File: src/rtl/cmos_pkg.sv
// Shared definitions for the dual-OV5640 vsync alignment block.
package cmos_pkg;
    typedef enum logic [1:0] {IDLE, WAIT0, WAIT1, HOLD} state_t;

    localparam int MAX_SKEW_DEF    = 4000;
    localparam int LOCK_FRAMES_DEF = 4;
    localparam int NUM_CAM         = 2;
endpackage

File: src/rtl/vsync_sync_edge.sv
// 2-flop synchronizer plus registered rising-edge detector for one camera vsync.
module vsync_sync_edge
    import cmos_pkg::*;
(
    input  logic clk_i,
    input  logic rst_i,
    input  logic vsync,
    output logic lvl,
    output logic rise
);
    logic [1:0] sync;
    logic [1:0] vld_pipe;
    logic       prev;
    logic       armed;

    always_ff @(posedge clk_i or posedge rst_i) begin
        if (rst_i) begin
            sync     <= '0;
            vld_pipe <= '0;
            prev     <= 1'b0;
            armed    <= 1'b0;
            rise     <= 1'b0;
        end else begin
            sync     <= {sync[0], vsync};
            vld_pipe <= {vld_pipe[0], 1'b1};
            prev     <= sync[1];
            // only arm once a real low has been seen, so a vsync held high across reset is not an edge
            armed    <= armed | (vld_pipe[1] & ~sync[1]);
            rise     <= sync[1] & ~prev & armed;
        end
    end

    assign lvl = sync[1];
endmodule

File: src/rtl/cmos_vsync_align.sv
// Aligns two camera vsyncs into one merged vsync, measuring inter-camera skew and tracking lock.
module cmos_vsync_align
    import cmos_pkg::*;
#(
    parameter int SKEW_W      = 16,
    parameter int MAX_SKEW    = MAX_SKEW_DEF,
    parameter int LOCK_FRAMES = LOCK_FRAMES_DEF
) (
    input  logic              clk_i,
    input  logic              rst_i,
    input  logic              cmos0_vsync,
    input  logic              cmos1_vsync,
    output logic              pixel_vsync,
    output logic [SKEW_W-1:0] skew,
    output logic              lead,
    output logic              locked,
    output logic              skew_err
);
    localparam int LW = $clog2(LOCK_FRAMES + 1);

    logic [NUM_CAM-1:0] vs_in, lvl, rise;
    assign vs_in = {cmos1_vsync, cmos0_vsync};

    for (genvar i = 0; i < NUM_CAM; i++) begin : g_cam
        vsync_sync_edge u_se (
            .clk_i (clk_i),
            .rst_i (rst_i),
            .vsync (vs_in[i]),
            .lvl   (lvl[i]),
            .rise  (rise[i])
        );
    end

    state_t            state, nstate;
    logic [SKEW_W-1:0] cnt, skew_nxt;
    logic [LW-1:0]     lock_cnt;
    logic              lead_nxt, cnt_clr, cnt_inc, enter, err;

    always_comb begin
        nstate   = state;
        skew_nxt = skew;
        lead_nxt = lead;
        cnt_clr  = 1'b0;
        cnt_inc  = 1'b0;
        enter    = 1'b0;
        err      = 1'b0;
        case (state)
            IDLE: begin
                if (rise[0] && rise[1]) begin
                    skew_nxt = '0;
                    lead_nxt = 1'b0;
                    enter    = 1'b1;
                    nstate   = HOLD;
                end else if (rise[0]) begin
                    cnt_clr  = 1'b1;
                    lead_nxt = 1'b0;
                    nstate   = WAIT1;
                end else if (rise[1]) begin
                    cnt_clr  = 1'b1;
                    lead_nxt = 1'b1;
                    nstate   = WAIT0;
                end
            end
            WAIT0, WAIT1: begin
                // the awaited edge wins over a repeat or a timeout in the same cycle
                if (rise[(state == WAIT1) ? 1 : 0]) begin
                    skew_nxt = cnt + SKEW_W'(1);
                    enter    = 1'b1;
                    nstate   = HOLD;
                end else if (rise[(state == WAIT1) ? 0 : 1]) begin
                    err     = 1'b1;
                    cnt_clr = 1'b1;
                end else if (cnt == SKEW_W'(MAX_SKEW - 1)) begin
                    err    = 1'b1;
                    nstate = IDLE;
                end else begin
                    cnt_inc = 1'b1;
                end
            end
            HOLD: begin
                if (lvl == '0) nstate = IDLE;
            end
            default: nstate = IDLE;
        endcase
    end

    always_ff @(posedge clk_i or posedge rst_i) begin
        if (rst_i) begin
            state    <= IDLE;
            cnt      <= '0;
            skew     <= '0;
            lead     <= 1'b0;
            lock_cnt <= '0;
        end else begin
            state <= nstate;
            skew  <= skew_nxt;
            lead  <= lead_nxt;
            if (cnt_clr)      cnt <= '0;
            else if (cnt_inc) cnt <= cnt + SKEW_W'(1);
            if (err)                                        lock_cnt <= '0;
            else if (enter && lock_cnt != LW'(LOCK_FRAMES)) lock_cnt <= lock_cnt + LW'(1);
        end
    end

    assign pixel_vsync = enter | ((state == HOLD) & (|lvl));
    assign locked      = (lock_cnt == LW'(LOCK_FRAMES));
    assign skew_err    = err;
endmodule

File: config.mk
export PLATFORM = sky130hd
export DESIGN_NAME = cmos_vsync_align
export DESIGN_NICKNAME = d
export VERILOG_FILES = /design/src/rtl/cmos_pkg.sv /design/src/rtl/vsync_sync_edge.sv /design/src/rtl/cmos_vsync_align.sv
export SDC_FILE = /design/constraint.sdc
export NUM_CORES = 1
export LEC_CHECK = 0
export CAP_MARGIN = 15
export CORE_ASPECT_RATIO = 1.75
export CORE_MARGIN = 4
export CORE_UTILIZATION = 45
export DETAILED_ROUTE_END_ITERATION = 8
export PLACE_DENSITY = 0.61
export SLEW_MARGIN = 10
export SYNTH_ARGS = -nofsm -noshare
export SYNTH_HDL_FRONTEND = slang
export SYNTH_SLANG_ARGS = --single-unit
File: constraint.sdc
create_clock -name clk_i -period 2.3 [get_ports clk_i]
set_input_delay 0.345 -clock clk_i [delete_from_list [all_inputs] [get_ports clk_i]]
set_output_delay 0.345 -clock clk_i [all_outputs]
set_load 0.005 [all_outputs]
==> results.md, run 1 <==
- PD cells: just under 900 mW/mm^2
- Routed WL per cell: between 15 and 20 um
- Hold Path Class: flip-flop to flip-flop
- Synth-to-Final Area Change: 27.3%
- Routed vias: 2128
- Area contributors post-synth: dfrtp_1, ha_1, nand2_1
- Final core utilization: 59.5%
- Relative slew slack: between 50% and 60%
- Crit share post-route: between 90% and 100%
- Worst clock skew: about 12 ps
- CTS HTree Levels: 2
- DIE HEIGHT: 109 um
- Post-route setup TNS: 0 ps
- Worst path arrival time: 1880 ps
- 1st-iter DRT viols: 68
- P_leak: between 0.001 and 0.0015 uW
- Vias in the first global route: 2167
- Row count: 36
- Root buf cell: clkbuf_8
- Status: completed
- Combinational power share: between 30% and 40%
- GR Util All Layers: 19.8%
- YS warnings: 0
- Proportion of layout cells with a drive suffix above 1: between 20 and 25%
- Global-route wire length before repair: around 11000 um
- Pre-CTS setup slack: -76.3 ps
- IO Port Bufs: 23
- Number of flops mapped to enable cells by yosys: 0
- Element type at the critical path end: primary output
- Synth Cell Area: about 0.0026 sq mm
- I/O Pins: 24
- Yosys top cell area share: between 40% and 50%
- NumNets Final: 330
- P_int: just under 2000 uW
- Largest net degree at the start of global routing: 51
- Hold Vio Cnt, Final: 0
- Sw frac: approximately a third
- Worst EP required: 1960 ps
- Initial antenna violation count: 0
- Crit path launch type: flip-flop
- Final GP Congestion: around 0.8
- CTS buffer count: 5
- Worst-path clk slew: approximately 100 ps
- Sw power: 984 uW
- CTS tree: yes
- Clk pwr share: approximately a quarter
- Synth cell count leaders: dfrtp_1, nand2_1, o21ai_0, a21oi_1, inv_1
- Mean post-synth cell area: ~10 sq um
- Fraction of registers with async set/reset: 100%
- Full die area: around 0.0071 sq mm
- Peak VDD IR: 441 uV
- Reg power frac: a little over a third
- Crit Path Max Fanout: 3
- Final routed DRC violation total: 0
- Max clock buf depth: 2
- Fin crit period: between 2000 and 2500 ps
- Diodes inserted: 0
- Peak Freq: 449 MHz
- DRT Wirelength: 6320 um
- ANT nets after route: 0
- Synth Instances: between 200 and 300
- Fin cells: roughly 390
- PnR worst setup slack: 72.9 ps
- Clk sinks: 50
- Post-synth top flop: dfrtp_1
- Final Slew Violations: 0
- CORE AREA: 0.00559 sq mm
- Congestion Overflow GR: 0
- Top-count cell post-synth: dfrtp_1
- Synth unique cells: between 40 and 50
- Clk Latency, worst-skew pair: a little over 300 ps
- Tightest Pin Transition: 633 ps
- Max Cap Violations: 0
- Cell taking the most area after synthesis: dfrtp_1
- Die width: between 60 and 70 um
- HPWL Detailed: around 4700 um
- Sequential cell area fraction in the yosys report: a little under half
- Flops & latches, synth: 50
- Critical path class: flip-flop to primary output
- Post-Syn Nets: 280
- Placed cell count: around 380
- Drt first pass iters: 4
- Initial core utilization: 46.7%
- Count of final setup violators: 0
- Vias/cell: between 5 and 6
-- per-stage QoR --
| stage | hold slack (ps) | instance area [sq um] | power, uW |
|---|---|---|---|
| floorplan | 331 | 2610 | 1690 |
| global placement | 333 | 3090 | 2070 |
| detailed placement | 337 | 3090 | 2090 |
| CTS | 352 | 3300 | 2950 |
| global route | 354 | 3320 | 3150 |
| finish | 348 | 3320 | 2950 |
-- worst max-delay path, cell delays in order (launching register included) --
cell           delay [ps]
dfrtp_1               400
inv_2                 120
ha_4                  160
mux2i_2               250
buf_4                 160
a2bb2oi_2             140
mux2i_1                80
dlygate4sd2_1         270
-- routing by layer --
| metal | GRT usage [%] | wire (um) | up-vias | part of all wire (%) |
|---|---|---|---|---|
| li1 | - | - | 1049 | - |
| met1 | 21.8 | 2380 | 1036 | 38 |
| met2 | 36.6 | 3650 | 28 | 58 |
| met3 | 2.99 | 98 | 15 | 1.5 |
| met4 | 9.05 | 198 | 0 | 3.1 |
| met5 | 0 | 0 | - | 0 |
-- registers in the layout (all words and copies together), names as in the netlist, 2 cells and up --
register / count
cnt: 16
g_cam.u_se.armed: 2
g_cam.u_se.prev: 2
g_cam.u_se.rise: 2
g_cam.u_se.sync: 4
g_cam.u_se.vld_pipe: 2
lock_cnt: 3
skew: 16
state: 2
-- cell usage in the layout, fill, tap and decap left out, drive strengths merged, types with 11 or more instances in the layout --
cell type	instances
o31ai	11
inv	15
o21ai	21
or4	12
dfrtp	50
a21oi	15
buf	33
ha	11
clkdlybuf4s50	21
nand2	32
-- logic make-up (layout without fill, tap and decap cells) --
| group | count (synthesis) | in the layout | synth area share, % |
|---|---|---|---|
| buf+inv | 28 | 79 | 4.31 |
| flops | 50 | 50 | 47.9 |
| compound gates | 57 | 57 | 13.3 |
| fa+ha+maj | 11 | 11 | 5.27 |
| xor+xnor | 13 | 13 | 4.36 |
| mux | 9 | 9 | 3.55 |
| simple gates | 96 | 96 | 21.1 |
| other cells | 1 | 1 | 0.144 |
-- final timing paths --
path / slack (ps) / end / startpoint / depth (start not counted)
min reg2reg: 350 / g_cam[0].u_se.vld_pipe[1]$_DFF_PP0_ / g_cam[1].u_se.vld_pipe[0]$_DFF_PP0_ / 0
max in group asynchronous: 1320 / state[1]$_DFFE_PP0P_ / rst_i / 3
min in group asynchronous: 500 / g_cam[0].u_se.prev$_DFF_PP0_ / rst_i / 3
max: 70 / pixel_vsync / state[0]$_DFFE_PP0P_ / 7
min: 350 / g_cam[0].u_se.vld_pipe[1]$_DFF_PP0_ / g_cam[1].u_se.vld_pipe[0]$_DFF_PP0_ / 0
max reg2reg: 70 / skew[15]$_DFFE_PP0P_ / state[1]$_DFFE_PP0P_ / 8
-- layout make-up --
class | instances | area (sq um)
repair buffers | 56 | 475
flip-flops and latches | 50 | 1250
inverters | 15 | 56.3
clock buffers | 6 | 82.6
well taps | 76 | 95.1
fillers | 525 | 2260
clock inverters | 2 | 60.1
multi-input cells | 187 | 1300
-- power groups by stage --
stage	clock (uW)	sequential (uW)	combinational (uW)
4_1_cts	776	1050	1130
3_5_place_dp	0	1060	1030
6_report	762	1050	1140
5_1_grt	815	1060	1280
3_3_place_gp	0	1060	1010
2_1_floorplan	0	1050	639
-- repair_timing --
item / in CTS / in global routing
buffers inserted: 5 / 0
gates resized for setup: 11 / 6
setup endpoints to repair: 8 / 3
pin swaps: 1 / 0
gates cloned: 0 / 0
hold buffers: 0 / 0
endpoints found under the hold margin: 0 / 0
(Power assumes the default switching activity.)
==> inputs of run 2 (changes only) <==
- clock period: 2.3 -> 2.9 ns (I/O delays scaled with it)
==> run 2 against run 1 <==
Against the previous run:
- register-to-register slack gained 480 ps
- sequential share of layout area grew 3.3 points
- final area shrank 8.2%
- sequential power shrank 20%
- utilization shrank 4.9 points
- clock power shrank 44%
- routed wire length shrank 2.1%
- combinational power shrank 35%
- setup slack gained 81 ps
- non-clock buffer count shrank 26
- clock skew shrank 6.0 ps
- critical path type unchanged
- largest cell class unchanged
==> results.md, run 2 (synthesis gave the netlist of run 1 again) <==
- Final Cell Area: 0.00305 sq mm
- Combinational power share: 37.0%
- NumNets Final: ~300
- Total power: roughly 2000 uW
- Routed vias: 2060
- 1st-iter DRT viols: 93
- ANT nets after route: 0
- Worst-path clk slew: around 90 ps
- PD cells: roughly 660 mW/mm^2
- Congestion Overflow GR: 0
- Synth-to-Final Area Change: 16.8%
- Hold Vio Cnt, Final: 0
- Pre-CTS setup slack: slightly below 300 ps
- Reg2Reg Setup Slack: about 550 ps
- CTS buffer count: 5
- I/O Pins: 24
- P_leak: about 0.0013 uW
- IO Port Bufs: 23
- Clk sinks: 50
- Element type at the critical path end: primary output
- Crit share post-route: 94.7%
- RSZ-0062 raised after global routing: no
- Critical path class: flip-flop to primary output
- Vias in the first global route: roughly 2100
- Worst path arrival time: approximately 2300 ps
- Initial core utilization: between 40% and 50%
- Clk Latency, worst-skew pair: about 300 ps
- Die width: 65.6 um
- P_int: approximately 1300 uW
- CP Cell Sequence: inv_1, ha_1, mux2i_2, nand2_1, o21ai_1, clkdlybuf4s50_1
- Tightest Pin Transition: ~620 ps
- Crit path launch type: flip-flop
- Sw frac: a little under two fifths
- DIE HEIGHT: 109 um
- Diodes inserted: 0
- Post-route setup TNS: 0 ps
- Relative slew slack: roughly three fifths
- Most frequent cells in the layout: dfrtp_1, nand2_1, clkdlybuf4s50_1
- Crit Path Max Fanout: 6
- PnR worst setup slack: about 150 ps
- Count of final setup violators: 0
- Most common cell after layout, fill and taps aside: dfrtp_1
- Worst EP required: roughly 2500 ps
- DRT Wirelength: a little over 6000 um
- Crit path largest cell delay: between 500 and 600 ps
- CTS HTree Levels: 2
- Reg power frac: around two fifths
- Routed WL per cell: roughly 17 um
- Global-route wire length before repair: 10200 um
- Largest net degree at the start of global routing: 35
- Final GP Congestion: between 0.8 and 0.9
- CORE AREA: roughly 0.0056 sq mm
- Worst clock skew: roughly 5.6 ps
- Root buf cell: clkbuf_8
- Post-CTS Hold Buffers: 0
- Final Slew Violations: 0
- HPWL Detailed: ~4600 um
- Fin crit period: 2750 ps
- GR Util All Layers: about a fifth
- CTS tree: yes
- Critical-path top delay cell: clkdlybuf4s50_1
- Proportion of layout cells with a drive suffix above 1: about a tenth
- Vias/cell: 5.63
- Hold Path Class: flip-flop to flip-flop
- Initial antenna violation count: 0
- Max clock buf depth: 2
- Dpl cell area: between 0.002 and 0.003 sq mm
- Row count: 36
- Clk pwr share: approximately a fifth
- Peak Freq: about 360 MHz
- Peak VDD IR: roughly 410 uV
- Full die area: ~0.0071 sq mm
- Sw power: 745 uW
- Drt first pass iters: 4
- Final routed DRC violation total: 0
- Max Cap Violations: 0
- Largest registers: cnt (16), skew (16), g_cam.u_se.sync (4)
- Status: completed
[run 2: through the flow]
stage / cells / util [%] / hold WS, ps
floorplan: 265 / - / 331
finish: 366 / 54.6 / 353
CTS: 365 / 54.4 / 356
detailed placement: 357 / 52.6 / 335
global placement: 357 / 52.6 / 332
global route: 366 / 54.6 / 362
[run 2: power groups by stage]
stage | Clock [uW] | Combinational (uW) | Sequential (uW)
3_3_place_gp | 0 | 728 | 851
6_report | 423 | 743 | 842
3_5_place_dp | 0 | 733 | 856
5_1_grt | 465 | 831 | 855
2_1_floorplan | 0 | 507 | 833
4_1_cts | 440 | 748 | 843
[run 2: timing repair]
action	4_1_cts	5_1_grt
cloned	0	0
buffers inserted	0	1
gates resized for setup	1	2
endpoints found under the setup margin	1	2
pin swaps	0	0
[run 2: path summary, 6_finish.rpt]
kind / from / endpoint / cells after the start
setup / recovery: state[0]$_DFFE_PP0P_ / skew_err / 6
hold / removal: g_cam[1].u_se.vld_pipe[0]$_DFF_PP0_ / g_cam[0].u_se.vld_pipe[1]$_DFF_PP0_ / 0
setup reg to reg: state[1]$_DFFE_PP0P_ / cnt[12]$_DFFE_PP0P_ / 5
hold reg to reg: g_cam[1].u_se.vld_pipe[0]$_DFF_PP0_ / g_cam[0].u_se.vld_pipe[1]$_DFF_PP0_ / 0
max in group asynchronous: rst_i / skew[8]$_DFFE_PP0P_ / 3
min in group asynchronous: rst_i / skew[1]$_DFFE_PP0P_ / 2
[run 2: layout make-up]
| type | instances | area (sq um) |
|---|---|---|
| fillers | 570 | 2540 |
| multi-input cells | 187 | 1260 |
| flip-flops and latches | 50 | 1250 |
| repair buffers | 30 | 295 |
| well taps | 76 | 95.1 |
| clock buffers | 6 | 82.6 |
| inverters | 15 | 56.3 |
| clock inverters | 2 | 12.5 |
[run 2: worst max-delay path, delay by kind of cell (launching register included)]
kind | cells | cell delay, ps
AOI/OAI and AO/OA | 1 | 210
adders and majority gates | 1 | 230
buffers and inverters | 2 | 660
DFF | 1 | 390
muxes | 1 | 390
and+or+nand+nor | 1 | 120
[run 2: metal layers]
metal / vias up / GRT usage, % / part of all wire (%) / wire, um
met5: - / 0 / 0 / 0
met4: 0 / 9.50 / 3.7 / 229
met3: 15 / 2.47 / 1.7 / 105
met2: 34 / 34.0 / 55 / 3430
met1: 1017 / 21.5 / 39 / 2430
li1: 994 / - / - / -
